[src/rtl/v_ram_word_reader.sv]
// Read sequencer for the 32-bit RAM port: walks a word range and streams the words out on valid/ready.
// Define RD_CHECKSUM_EN to add a running XOR checksum output of every delivered word.
module v_ram_word_reader #(
    parameter int WIDTH     = 32,
    parameter int ADDRWIDTH = 6,
    parameter int CNTWIDTH  = 7
) (
    input  logic                 clk,
    input  logic                 rst,
    input  logic                 start,
    input  logic [ADDRWIDTH-1:0] baseAddr,
    input  logic [CNTWIDTH-1:0]  wordCount,
    output logic                 busy,
    output logic                 done,
    output logic                 ramEn,
    output logic [ADDRWIDTH-1:0] ramAddr,
    input  logic [WIDTH-1:0]     ramDo,
    output logic [WIDTH-1:0]     dataOut,
    output logic                 validOut,
    input  logic                 readyOut
`ifdef RD_CHECKSUM_EN
    ,
    output logic [WIDTH-1:0]     checksum
`endif
);

    typedef enum logic [1:0] {IDLE, RUN, DRAIN, FINISH} state_t;

    state_t               state;
    logic [CNTWIDTH-1:0]  remaining;
    logic                 inflight;
    logic [WIDTH-1:0]     fifo_mem [2];
    logic                 rd_ptr;
    logic                 wr_ptr;
    logic [1:0]           count;
    logic                 push;
    logic                 pop;
    logic [2:0]           pending;

    // A word landing from the RAM into an empty buffer is offered directly, saving a cycle of latency.
    assign push     = inflight;
    assign validOut = (count != 2'd0) || inflight;
    assign dataOut  = (count != 2'd0) ? fifo_mem[rd_ptr] : (inflight ? ramDo : '0);
    assign pop      = validOut && readyOut;
    assign pending  = {1'b0, count} + {2'b0, inflight};
    assign ramEn    = (state == RUN) && (pending < (3'd2 + {2'b0, pop}));

    always_ff @(posedge clk or posedge rst) begin
        if (rst) begin
            fifo_mem[0] <= '0;
            fifo_mem[1] <= '0;
            rd_ptr      <= 1'b0;
            wr_ptr      <= 1'b0;
            count       <= 2'd0;
        end else begin
            if (push) begin
                fifo_mem[wr_ptr] <= ramDo;
                wr_ptr           <= ~wr_ptr;
            end
            if (pop) begin
                rd_ptr <= ~rd_ptr;
            end
            count <= count + {1'b0, push} - {1'b0, pop};
        end
    end

    always_ff @(posedge clk or posedge rst) begin
        if (rst) begin
            state     <= IDLE;
            busy      <= 1'b0;
            done      <= 1'b0;
            ramAddr   <= '0;
            remaining <= '0;
            inflight  <= 1'b0;
        end else begin
            done     <= 1'b0;
            inflight <= ramEn;
            case (state)
                IDLE: begin
                    if (start) begin
                        if (wordCount != '0) begin
                            ramAddr   <= baseAddr;
                            remaining <= wordCount;
                            busy      <= 1'b1;
                            state     <= RUN;
                        end else begin
                            done  <= 1'b1;
                            state <= FINISH;
                        end
                    end
                end
                RUN: begin
                    if (ramEn) begin
                        ramAddr   <= ramAddr + ADDRWIDTH'(1);
                        remaining <= remaining - CNTWIDTH'(1);
                        if (remaining == CNTWIDTH'(1)) begin
                            state <= DRAIN;
                        end
                    end
                end
                DRAIN: begin
                    // Finish as soon as the last word is being taken this cycle, so done follows the final handshake.
                    if (pending == {2'b0, pop}) begin
                        busy  <= 1'b0;
                        done  <= 1'b1;
                        state <= FINISH;
                    end
                end
                FINISH: begin
                    state <= IDLE;
                end
                default: begin
                    state <= IDLE;
                end
            endcase
        end
    end

`ifdef RD_CHECKSUM_EN
    always_ff @(posedge clk or posedge rst) begin
        if (rst) begin
            checksum <= '0;
        end else if ((state == IDLE) && start) begin
            checksum <= '0;
        end else if (pop) begin
            checksum <= checksum ^ dataOut;
        end
    end
`endif

endmodule

[config.mk]
export PLATFORM = sky130hd
export DESIGN_NAME = v_ram_word_reader
export DESIGN_NICKNAME = d
export VERILOG_FILES = /design/src/rtl/v_ram_word_reader.sv
export SDC_FILE = /design/constraint.sdc
export NUM_CORES = 1
export LEC_CHECK = 0
export ABC_AREA = 1
export CORE_MARGIN = 2
export CORE_UTILIZATION = 46
export DETAILED_ROUTE_END_ITERATION = 12
export PLACE_DENSITY = 0.74
export SETUP_SLACK_MARGIN = 0.2
export SKIP_CTS_REPAIR_TIMING = 1
export SLEW_MARGIN = 20
export SYNTH_ARGS = -nofsm -noshare
export SYNTH_HDL_FRONTEND = slang
export SYNTH_SLANG_ARGS = --single-unit
[constraint.sdc]
create_clock -name clk -period 3.16 [get_ports clk]
set_input_delay 0.316 -clock clk [delete_from_list [all_inputs] [get_ports clk]]
set_output_delay 0.316 -clock clk [all_outputs]
set_load 0.01 [all_outputs]
# ---- Word level (Yosys, flattened, before mapping)
# Index checks and enable logic that the tools add are counted.
dict set report totals {
  ff_bits 86
}
dict set report op_classes {
  add_sub_neg 6
  order_cmp 4
  n_eq_ne 10
  muxes 30
  n_bitwise 4
  n_reduce_logical 12
}
# op count
set ops {}
lappend ops {{$mux 32} 6}
lappend ops {{$bwmux 64} 1}
lappend ops {{$demux 32 s1} 1}
lappend ops {{$mux 7} 3}
lappend ops {{$mux 6} 3}
lappend ops {{$pmux 7 s2} 1}
lappend ops {{$pmux 6 s2} 1}
lappend ops {{$reduce_and 4->1} 3}
lappend ops {{$mux 2} 5}
lappend ops {{$ne 2x2->1 const B} 4}
lappend ops {{$pmux 2 s4} 1}
lappend ops {{$eq 7x1->1 const B} 1}
lappend ops {{$reduce_bool 7->1} 1}
lappend ops {{$sub 7x1->7 const B} 1}
lappend ops {{$add 6x1->6 const B} 1}
lappend ops {{$mux 1} 6}
lappend ops {{$reduce_bool 2->1} 3}
lappend ops {{$eq 2x2->1 const B} 2}
lappend ops {{$ge 2x2->1 const B} 2}
lappend ops {{$not 1->2} 2}
lappend ops {{$pmux 1 s2} 2}
lappend ops {{$add 2x1->3} 1}
lappend ops {{$add 2x1->3 const A} 1}
lappend ops {{$eq 3x1->1} 1}
lappend ops {{10 further kinds} 13}

# ---- Depth between registers and ports, before layout
# Gate-level depths: netlist (run 1).
dict set report depth {
  word_depth 8
  ltp_mapped 13
}

# ---- Worst setup path after synthesis (run 1)
# OpenSTA, ideal clock, no wires.
dict set report synth_timing {
  path_type {reg2reg}
  from {register count[1]}
  to {register remaining[0]}
  setup_time_ns 0.121
  t_arrival_ns 1.637
  required_ns 3.039
  setup_slack_ns 1.402
  path_stages_with_launch 14
  period_less_slack_ns 1.758
  cell_sequence {dfrtp_1 nor2_1 buf_2 a21boi_1 ha_1 inv_1 nand2_1 nand2_1 nand2_1 nand3_2 inv_2 buf_6 nand2_1 o21ai_2}
}
dict set report synth_between {
  elab_chain_len 8
  elab_cells_between_ends 9
}
# element line_no
set synth_rtl {}
lappend synth_rtl {{from (decl)} 35} ;# logic [1:0] count;
lappend synth_rtl {{from (signal assigned)} 63} ;# count <= count + {1'b0, push} - {1'b0, pop};
lappend synth_rtl {{$reduce_bool 2->1} 42} ;# assign validOut = (count != 2'd0) || inflight;
lappend synth_rtl {{$logic_or 1x1->1} 42}
lappend synth_rtl {{$logic_and 1x1->1} 44} ;# assign pop = validOut && readyOut;
lappend synth_rtl {{net pop} 37} ;# logic pop;
lappend synth_rtl {{$add 2x1->3} 46} ;# assign ramEn = (state == RUN) && (pending < (3'd2 + {2'b0, pop}));
lappend synth_rtl {{$lt 3x3->1} 46}
lappend synth_rtl {{$logic_and 1x1->1} 46}
lappend synth_rtl {{$ne 2x2->1 (no source line)} -}
lappend synth_rtl {{$reduce_and 4->1 (no source line)} -}
lappend synth_rtl {{to (signal assigned)} 83} ;# remaining <= wordCount;
lappend synth_rtl {{to (signal assigned)} 95} ;# remaining <= remaining - CNTWIDTH'(1);
lappend synth_rtl {{to (decl)} 30} ;# logic [CNTWIDTH-1:0] remaining;
# The timed path passes the listed nets, and every way through them passes these cells.
# A chain may end at the register's enable or synchronous reset.

# ---- Final worst setup path (run 1)
dict set report layout_timing {
  from {register state[1]}
  to {output ramEn}
}
dict set report layout_between {
  elab_chain_len 2
}
# element line_no
set layout_rtl {}
lappend layout_rtl {{from (decl)} 29} ;# state_t state;
lappend layout_rtl {{from (signal assigned)} 69} ;# state <= IDLE;
lappend layout_rtl {{from (signal assigned)} 85} ;# state <= RUN;
lappend layout_rtl {{from (signal assigned)} 88} ;# state <= FINISH;
lappend layout_rtl {{$eq 2x1->1} 46}
lappend layout_rtl {{$logic_and 1x1->1} 46}
lappend layout_rtl {{to (decl)} 15} ;# output logic ramEn,
# Every way passes these cells.

==> impl_metrics.ini, run 1 <==
[critical_path]
rr_endpoint = fifo_mem[0]
path_depth = 6
cp_slowest_stage_delay_ns = 0.57
end_kind = output port
worst_setup_path_start_kind = register
timing.rr.start = inflight
crit_path_top_delay_cell = sky130_fd_sc_hd__clkdlybuf4s50_1
worst_r2r_path_depth = 3
crit_path_cell_trace = inv_1 > ha_1 > buf_4 > clkinv_1 > nor2_1 > clkdlybuf4s50_1
reg2reg_slack_ns = 1.09
critPathLaunch = state[1]
worst-path-buf-inv = 4
timing.critical_path.arrival_ns = 2.27
critical_path.max_fanout = 22
setup.worst_path.end = ramEn
timing_worst_setup_path_type = register to output port
required_arrival_time_at_the_worst_endpoint_ns = 2.84
timing.critical_path.max_delay_family = buffers and inverters

[logic_synthesis]
yosys-top-cells-count = sky130_fd_sc_hd__nand2_1 (166), sky130_fd_sc_hd__o21ai_0 (104), sky130_fd_sc_hd__inv_1 (91)
ys_async_sr_fraction_pct = 100
mappedNetlistNets = 680
yosysTopAreaCell = sky130_fd_sc_hd__dfrtp_1
netlist.area_leader.share_pct = 45.4
synthMostInstantiatedCell = sky130_fd_sc_hd__nand2_1
yosys_register_bits = 86
synthesis.area_per_instance_um2 = 7.64
yosys_most_used_dff = sky130_fd_sc_hd__dfrtp_1
synth.lib_cells_used.distinct = 29
synth_area_mm2 = 0.00474
synthesis.instances = 620
seq_area_frac_synth_pct = 45.4
edff_count_synth = 0
yosys_warnings = 0
post_synth_main_area_contributors = sky130_fd_sc_hd__dfrtp_1 (45%), sky130_fd_sc_hd__nand2_1 (13%), sky130_fd_sc_hd__o21ai_0 (11%)

[timing]
finalHoldViolCount = 0
final.min_clock_period_ns = 2.59
timing.max_slew.rel_slack_pct = 31.6
setup_tns_ns = 0
slew_violations = 0
maxClockFrequency_ghz = 0.387
worstMarginPinSlew_ns = 1.02
setup_repair_after_global_routing_missed_its_margin = false
layout_setup_ws_ns = 0.575
worst_clock_skew_ns = 0.0108
finalSetupViolCount = 0
finalCritPeriodShare_pct = 81.8

[die]
design.portCount = 91
initial_core_util_pct = 46.5
die_width_um = 106
row_count = 37
core-area_mm2 = 0.0102
die_h_um = 106
die_footprint_mm2 = 0.0111

[job]
cap_viol_max_count = 0

[detailed_routing]
wl_per_cell_um = 12.5
avgViaCountPerCell = 4.96
via_count = 4135
drcViolationCount = 0
number_of_iterations_in_the_first_detailed_routing_pass = 4
finalWirelength_mm = 10.4
detail-route-antenna-nets = 0
drt_iter0_markers = 188

[power_and_ir_drop]
fin_total_pwr_mw = 6.27
power.leakage_nw = 2.87
power.density_cell_area_mw_per_mm2 = 1060
max-vdd-ir-drop_mv = 0.509

[finish]
fillCellCount = 944
layout-drive-gt1-share_pct = 8.60
syn_to_final_growth_pct = 24.3
final_core_util_pct = 57.9
n_antenna_cell = 0
layout.nets = 753
finish.cell_count_without_fillers = 834

[place]
pre_cts_slack_ns = 0.643
dpl.cell_count = 818
number_of_buffers_inserted_by_port_buffering = 90
routabilityCongestion = 0.802
place_hpwl_mm = 7.02

[clock_network]
cts.reportedPaths.clkPinSlew_ns = 0.09
clk_root_buffer_cell = sky130_fd_sc_hd__clkbuf_8
tritoncts = built
cts_max_level = 3
clock_sinks = 86
clockBufferDepth = 2
cts_inserted_buffers = 9
clk-insertion-delay-late_ns = 0.36

[min_path]
hold_path_class = primary input to asynchronous set/reset pin

[status]
status = completed

[global_route]
maximum_number_of_pins_on_one_net_before_global_route_repair = 66
first_global_vias = 3889
initial_antenna_violation_count = 0
grt.total_usage_pct = 19.7
grt_overflow = 0
wire_length_of_the_first_global_routing_pass_mm = 18.0
power breakdown:
part	internal (mW)	leakage (nW)	switching, mW	total, mW
Sequential	1.65	1.05	0.381	2.03
Clock	0.374	0.0964	0.422	0.796
Combinational	1.59	1.72	1.85	3.44
metal layers:
layer	global-route usage, %	vias up	wire length [um]
met5	0	-	0
li1	-	2120	-
met2	33.3	79	5060
met1	26.0	1925	4830
met3	3.15	11	375
met4	6.48	0	137
registers in the layout, indices dropped and copies added, names as in the netlist:
name,count
fifo_mem,64
remaining,7
ramAddr,6
count,2
state,2
busy,1
done,1
inflight,1
rd_ptr,1
wr_ptr,1
final cells by class:
class | count | area [um^2] | share of cell area, %
timing repair buffer | 97 | 978 | 16.6
clock inverter | 7 | 80.1 | 1.36
tap | 136 | 170 | 2.89
sequential | 86 | 2150 | 36.5
multi-input combinational | 405 | 2030 | 34.5
clock buffer | 9 | 124 | 2.10
inverter | 94 | 354 | 6.01
per-stage QoR:
stage | instance area [um^2] | hold slack, ns
detailed placement | 5690 | 0.462
finish | 5890 | 0.446
CTS | 5890 | 0.479
floorplan | 4740 | 0.443
global placement | 5690 | 0.458
global route | 5890 | 0.493
cell families after synthesis:
group | synth area share, %
mux | 0.211
compound gates | 17.6
simple gates | 21.3
xor+xnor | 0.739
flops | 45.4
fa+ha+maj | 2.90
buf+inv | 11.9
cell usage in the layout (no fill, tap or decap), drive strengths merged:
cell           instances
nand2                167
ha                    11
mux2i                  1
nand3                 49
clkdlybuf4s50         90
clkinv                 4
inv                   94
xnor2                  2
or2                    2
clkbuf                 9
a21boi                 1
clkinvlp               2
o21ai                142
nor2                  18
buf                    7
bufinv                 1
nand4                  6
a21oi                  2
nand3b                 1
dfrtp                 86
xor2                   2
o22ai                  1
how the worst min path moves through the flow:
| stage | from | endpoint | slack, ns | depth (start not counted) |
|---|---|---|---|---|
| finish | rst | fifo_mem[0] | 0.45 | 2 |
| detailed placement | fifo_mem[52] | fifo_mem[52] | 0.46 | 2 |
| global placement | fifo_mem[50] | fifo_mem[50] | 0.46 | 2 |
| global route | fifo_mem[43] | fifo_mem[43] | 0.49 | 2 |
| floorplan | remaining[5] | remaining[5] | 0.44 | 2 |
| CTS | rst | fifo_mem[0] | 0.48 | 2 |
Power figures use the tool's default switching activity.
==> run 2, diff against run 1 <==
--- a/config.mk
+++ b/config.mk
@@ -9,7 +9,7 @@
 export CORE_MARGIN = 2
 export CORE_UTILIZATION = 46
 export DETAILED_ROUTE_END_ITERATION = 12
-export PLACE_DENSITY = 0.74
+export PLACE_DENSITY = 0.77
 export SETUP_SLACK_MARGIN = 0.2
 export SKIP_CTS_REPAIR_TIMING = 1
 export SLEW_MARGIN = 20
==> constraint.sdc (replaced) <==
create_clock -name clk -period 2.2 [get_ports clk]
set_input_delay 0.22 -clock clk [delete_from_list [all_inputs] [get_ports clk]]
set_output_delay 0.22 -clock clk [all_outputs]
set_load 0.01 [all_outputs]
==> run 2 against run 1 <==
Via count grew 4.3%; sequential power grew 42%; clock-buffer cell count is the same; non-clock buffer count grew 18; clock power grew 53%; critical path type unchanged.
==> impl_metrics.ini, run 2 (synthesized netlist as in run 1, its figures left out) <==
[status]
status = completed

[clock_network]
cts.reportedPaths.clkPinSlew_ns = 0.09
tritoncts = built
cts_max_level = 3
clk_root_buffer_cell = sky130_fd_sc_hd__clkbuf_8
clk-insertion-delay-late_ns = 0.36
clockBufferDepth = 2
clock_sinks = 86
cts_inserted_buffers = 9

[place]
number_of_buffers_inserted_by_port_buffering = 90
place_hpwl_mm = 7.48
dpl.cell_count = 824
routabilityCongestion = 0.824

[timing]
final.min_clock_period_ns = 2.06
maxClockFrequency_ghz = 0.486
slew_violations = 0
finalSetupViolCount = 0
timing.max_slew.rel_slack_pct = 60.2
worst_clock_skew_ns = 0.00586
whs_ns = 0.279
worstMarginPinSlew_ns = 0.595
finalCritPeriodShare_pct = 93.5
setup_repair_after_global_routing_missed_its_margin = true
finalHoldViolCount = 0

[critical_path]
worst_r2r_path_depth = 12
cp_slowest_stage_delay_ns = 0.43
crit_path_top_delay_cell = sky130_fd_sc_hd__dfrtp_1
worst-path-buf-inv = 4
required_arrival_time_at_the_worst_endpoint_ns = 1.98
worst_setup_path_start_kind = register
critical-path-top-cell-by-count = sky130_fd_sc_hd__nand2_1
end_kind = output port
path_depth = 10
timing.critical_path.max_delay_family = buffers and inverters
timing.critical_path.arrival_ns = 1.84
timing_worst_setup_path_type = register to output port
critical_path.max_fanout = 5
crit_path_cell_trace = nor2_4 > buf_12 > buf_4 > a21boi_2 > ha_1 > inv_1 > nand2_1 > nand2_1 > nor2_2 > clkbuf_2

[detailed_routing]
finalWirelength_mm = 11.9
number_of_iterations_in_the_first_detailed_routing_pass = 5
drcViolationCount = 0
drt_iter0_markers = 258
wl_per_cell_um = 14.0
avgViaCountPerCell = 5.06
via_count = 4312
detail-route-antenna-nets = 0

[job]
cap_viol_max_count = 0

[global_route]
maximum_number_of_pins_on_one_net_before_global_route_repair = 66
grt_overflow = 0
first_global_vias = 4114
initial_antenna_violation_count = 0
grt.total_usage_pct = 20.4
wire_length_of_the_first_global_routing_pass_mm = 18.5

[power_and_ir_drop]
p_seq_share_pct = 30.0
max-vdd-ir-drop_mv = 1.02
power.density_cell_area_mw_per_mm2 = 1540
swShare_pct = 42.3
power.leakage_nw = 3.37
share_comb_of_total_power_pct = 57.3
clock_power_share_pct = 12.7
p_switching_mw = 4.08
power.internal_mw = 5.56

[die]
initial_core_util_pct = 46.5
core-area_mm2 = 0.0102
design.portCount = 91
row_count = 37
die_footprint_mm2 = 0.0111
die_width_um = 106
die_h_um = 106

[finish]
registers.top_by_ff_count = fifo_mem
largest_register_ffs = 64
n_antenna_cell = 0
most_common_cell_after_layout_fill_and_taps_aside = sky130_fd_sc_hd__nand2_1
multiInputGateArea_mm2 = 0.00205
layout_common_cells = sky130_fd_sc_hd__nand2_1 (164), sky130_fd_sc_hd__o21ai_0 (98), sky130_fd_sc_hd__inv_1 (90), sky130_fd_sc_hd__dfrtp_1 (84), sky130_fd_sc_hd__clkdlybuf4s50_1 (56)
fillCellCount = 873
finish.cell_count_without_fillers = 852
syn_to_final_growth_pct = 32.1
layout_top_registers = fifo_mem (64), remaining (7), ramAddr (6)
ff_latch_area_mm2 = 0.00215
layout-drive-gt1-share_pct = 11.7
final_core_util_pct = 61.5
layout.nets = 771

[min_path]
hold_path_class = primary input to asynchronous set/reset pin
## run 2: final timing paths
kind	start	endpoint	slack, ns
max reg2reg	count[0]	state[1]	0.22
min in group clk	ramDo[7]	fifo_mem[39]	0.46
max	count[0]	ramEn	0.14
min reg2reg	busy	busy	0.48
max in group asynchronous	rst	fifo_mem[30]	1.36
min	rst	ramAddr[0]	0.28
## run 2: per-stage QoR
stage	power, mW	setup WS, ns	cell area, um^2	TNS, ns
3_5_place_dp	8.05	0.0724	5770	0
6_report	9.64	0.144	6260	0
3_3_place_gp	7.81	0.125	5770	0
5_1_grt	10.5	0.0179	6260	0
4_1_cts	9.31	-0.203	5990	-1.96
2_1_floorplan	6.03	0.442	4740	0
## run 2: power groups by stage
| stage | Sequential (mW) | Clock [mW] | Combinational (mW) |
|---|---|---|---|
| 6_report | 2.89 | 1.22 | 5.52 |
| 5_1_grt | 2.98 | 1.33 | 6.17 |
| 4_1_cts | 2.91 | 1.26 | 5.15 |
| 3_5_place_dp | 2.93 | 0 | 5.13 |
| 3_3_place_gp | 2.88 | 0 | 4.94 |
| 2_1_floorplan | 2.78 | 0 | 3.25 |
## run 2: per-layer routing
| layer | part of all wire (%) | global-route usage (%) | vias up | routed length, um |
|---|---|---|---|---|
| met4 | 1.0 | 6.58 | 0 | 120 |
| met5 | 0 | 0 | - | 0 |
| met3 | 5.8 | 4.76 | 10 | 694 |
| li1 | - | - | 2149 | - |
| met1 | 43 | 25.2 | 2024 | 5140 |
| met2 | 50 | 35.2 | 129 | 5990 |
## run 2: area by class of cell
type / instances / share of cell area, %
Sequential cell: 86 / 34.4
Multi-Input combinational cell: 405 / 32.8
Timing Repair Buffer: 115 / 20.8
Inverter: 94 / 5.78
Tap cell: 136 / 2.72
Clock buffer: 9 / 1.98
Clock inverter: 7 / 1.54
==> run 3, diff against run 2 <==
--- a/config.mk
+++ b/config.mk
@@ -7,12 +7,11 @@
 export LEC_CHECK = 0
 export ABC_AREA = 1
 export CORE_MARGIN = 2
-export CORE_UTILIZATION = 46
+export CORE_UTILIZATION = 47
 export DETAILED_ROUTE_END_ITERATION = 12
-export PLACE_DENSITY = 0.77
+export PLACE_DENSITY = 0.78
 export SETUP_SLACK_MARGIN = 0.2
 export SKIP_CTS_REPAIR_TIMING = 1
-export SLEW_MARGIN = 20
 export SYNTH_ARGS = -nofsm -noshare
 export SYNTH_HDL_FRONTEND = slang
 export SYNTH_SLANG_ARGS = --single-unit
==> run 3 against run 2 <==
Sequential power about the same; clock-buffer cell count increased by 2; sequential share of layout area increased by 0.24 points; die area decreased by 2.0%; clock skew increased by 0.0024 ns; setup slack improved by 0.11 ns; combinational power decreased by 3%; non-clock buffer count decreased by 4; clock power increased by 9%; largest power group unchanged; highest routed layer unchanged.
==> impl_metrics.ini, run 3 (synthesized netlist as in run 1, its figures left out) <==
[status]
status = completed

[global_route]
grt.total_usage_pct = 20.4
initial_antenna_violation_count = 0
wire_length_of_the_first_global_routing_pass_mm = 18.5
first_global_vias = 4170
maximum_number_of_pins_on_one_net_before_global_route_repair = 66
grt_overflow = 0

[timing]
finalSetupViolCount = 0
finalCritPeriodShare_pct = 88.6
worst_clock_skew_ns = 0.00829
slew_violations = 0
finalHoldViolCount = 0
maxClockFrequency_ghz = 0.513
worstMarginPinSlew_ns = 0.721
layout_setup_ws_ns = 0.250
setup_repair_after_global_routing_missed_its_margin = true
timing.max_slew.rel_slack_pct = 51.8
final.min_clock_period_ns = 1.95

[power_and_ir_drop]
clock_power_share_pct = 14.0
power.internal_mw = 5.56
power.leakage_nw = 3.34
max-vdd-ir-drop_mv = 0.793
p_seq_share_pct = 30.0
power.density_cell_area_mw_per_mm2 = 1540
swShare_pct = 41.8
p_switching_mw = 4.00
share_comb_of_total_power_pct = 56.1
fin_total_pwr_mw = 9.57

[detailed_routing]
wl_per_cell_um = 13.8
drt_iter0_markers = 222
avgViaCountPerCell = 5.09
detail-route-antenna-nets = 0
drcViolationCount = 0
finalWirelength_mm = 11.7
number_of_iterations_in_the_first_detailed_routing_pass = 4
via_count = 4302

[place]
dpl-instance-area_mm2 = 0.00579
pre_cts_slack_ns = 0.0443
routabilityCongestion = 0.798
place_hpwl_mm = 7.33
number_of_buffers_inserted_by_port_buffering = 90
dpl.cell_count = 822

[min_path]
hold_path_class = primary input to asynchronous set/reset pin

[finish]
n_antenna_cell = 0
layout_top_registers = fifo_mem (64), remaining (7), ramAddr (6)
layout-drive-gt1-share_pct = 10.8
fin_area_mm2 = 0.00622
multiInputGateArea_mm2 = 0.00205
most_common_cell_after_layout_fill_and_taps_aside = sky130_fd_sc_hd__nand2_1
finish.cell_count_without_fillers = 845
largest_register_ffs = 64
layout_common_cells = sky130_fd_sc_hd__nand2_1 (165), sky130_fd_sc_hd__o21ai_0 (100), sky130_fd_sc_hd__inv_1 (90), sky130_fd_sc_hd__dfrtp_1 (84), sky130_fd_sc_hd__clkdlybuf4s50_1 (56)
ff_latch_area_mm2 = 0.00215
registers.top_by_ff_count = fifo_mem
syn_to_final_growth_pct = 31.2
layout.nets = 767
fillCellCount = 810

[critical_path]
required_arrival_time_at_the_worst_endpoint_ns = 1.98
timing_worst_setup_path_type = register to output port
timing.critical_path.arrival_ns = 1.73
critical_path.max_fanout = 3
critPathLaunch = count[1]
worst_r2r_path_depth = 9
timing.rr.start = count[1]
rr_endpoint = state[0]
end_kind = output port
reg2reg_slack_ns = 0.36
worst_setup_path_start_kind = register

[die]
design.portCount = 91
initial_core_util_pct = 48.5
die_h_um = 104
die_width_um = 104
core-area_mm2 = 0.00977
die_footprint_mm2 = 0.0109
row_count = 36

[job]
cap_viol_max_count = 0

[clock_network]
cts_max_level = 3
cts.reportedPaths.clkPinSlew_ns = 0.09
clk_root_buffer_cell = sky130_fd_sc_hd__clkbuf_8
tritoncts = built
cts_inserted_buffers = 9
clk-insertion-delay-late_ns = 0.35
clockBufferDepth = 2
clock_sinks = 86
==> run 3: changes by cell type in the layout (fill, tap and decap cells not counted), moves of 2 or more <==
cell	before	now
sky130_fd_sc_hd__buf_4	13	11
sky130_fd_sc_hd__clkbuf_1	0	2
sky130_fd_sc_hd__clkinv_2	2	0
sky130_fd_sc_hd__inv_6	3	0
sky130_fd_sc_hd__o21ai_0	98	100
sky130_fd_sc_hd__o21ai_1	18	16
==> run 3: routing by layer <==
metal | vias up | GRT usage (%) | part of all wire (%)
met5 | - | 0 | 0
met1 | 2012 | 24.9 | 43
li1 | 2145 | - | -
met2 | 127 | 36.7 | 51
met4 | 0 | 5.41 | 1.4
met3 | 18 | 3.88 | 4.6
==> run 3: area by class of cell <==
type,count,area share (%)
Sequential cell,86,34.7
Clock inverter,5,1.73
Clock buffer,11,2.11
Tap cell,133,2.68
Multi-Input combinational cell,405,32.9
Inverter,94,5.74
Timing Repair Buffer,111,20.2
==> run 3: stage by stage <==
stage,utilization (%),hold slack (ns),setup TNS [ns]
6_report,63.6,0.327,0
5_1_grt,63.6,0.381,0
2_1_floorplan,-,0.368,0
3_5_place_dp,59.2,0.461,0
4_1_cts,61.7,0.332,-0.393
3_3_place_gp,59.2,0.458,0
==> run 3: worst max-delay path: stages, from the launching register on <==
cell,delay (ns)
sky130_fd_sc_hd__dfrtp_1,0.44
sky130_fd_sc_hd__nor2_4,0.20
sky130_fd_sc_hd__buf_4,0.14
sky130_fd_sc_hd__a21boi_2,0.05
sky130_fd_sc_hd__ha_1,0.19
sky130_fd_sc_hd__inv_1,0.05
sky130_fd_sc_hd__nand2_1,0.04
sky130_fd_sc_hd__nand2_1,0.10
sky130_fd_sc_hd__nor2_2,0.06
sky130_fd_sc_hd__clkbuf_2,0.12
==> run 3: power groups by stage <==
stage          Combinational (mW)  Sequential, mW  Clock (mW)
4_1_cts                      5.21            2.86        1.34
5_1_grt                      6.01            2.96        1.42
3_5_place_dp                 5.19            2.88           0
3_3_place_gp                 5.02            2.84           0
6_report                     5.36            2.87        1.33
2_1_floorplan                3.25            2.78           0
==> run 3: how the worst max path moves through the flow <==
stage	endpoint	cells after the start
after floorplan	remaining[0]	13
after global placement	ramEn	8
after detailed placement	ramEn	8
after CTS	ramEn	8
after global routing	ramEn	9
final	ramEn	9
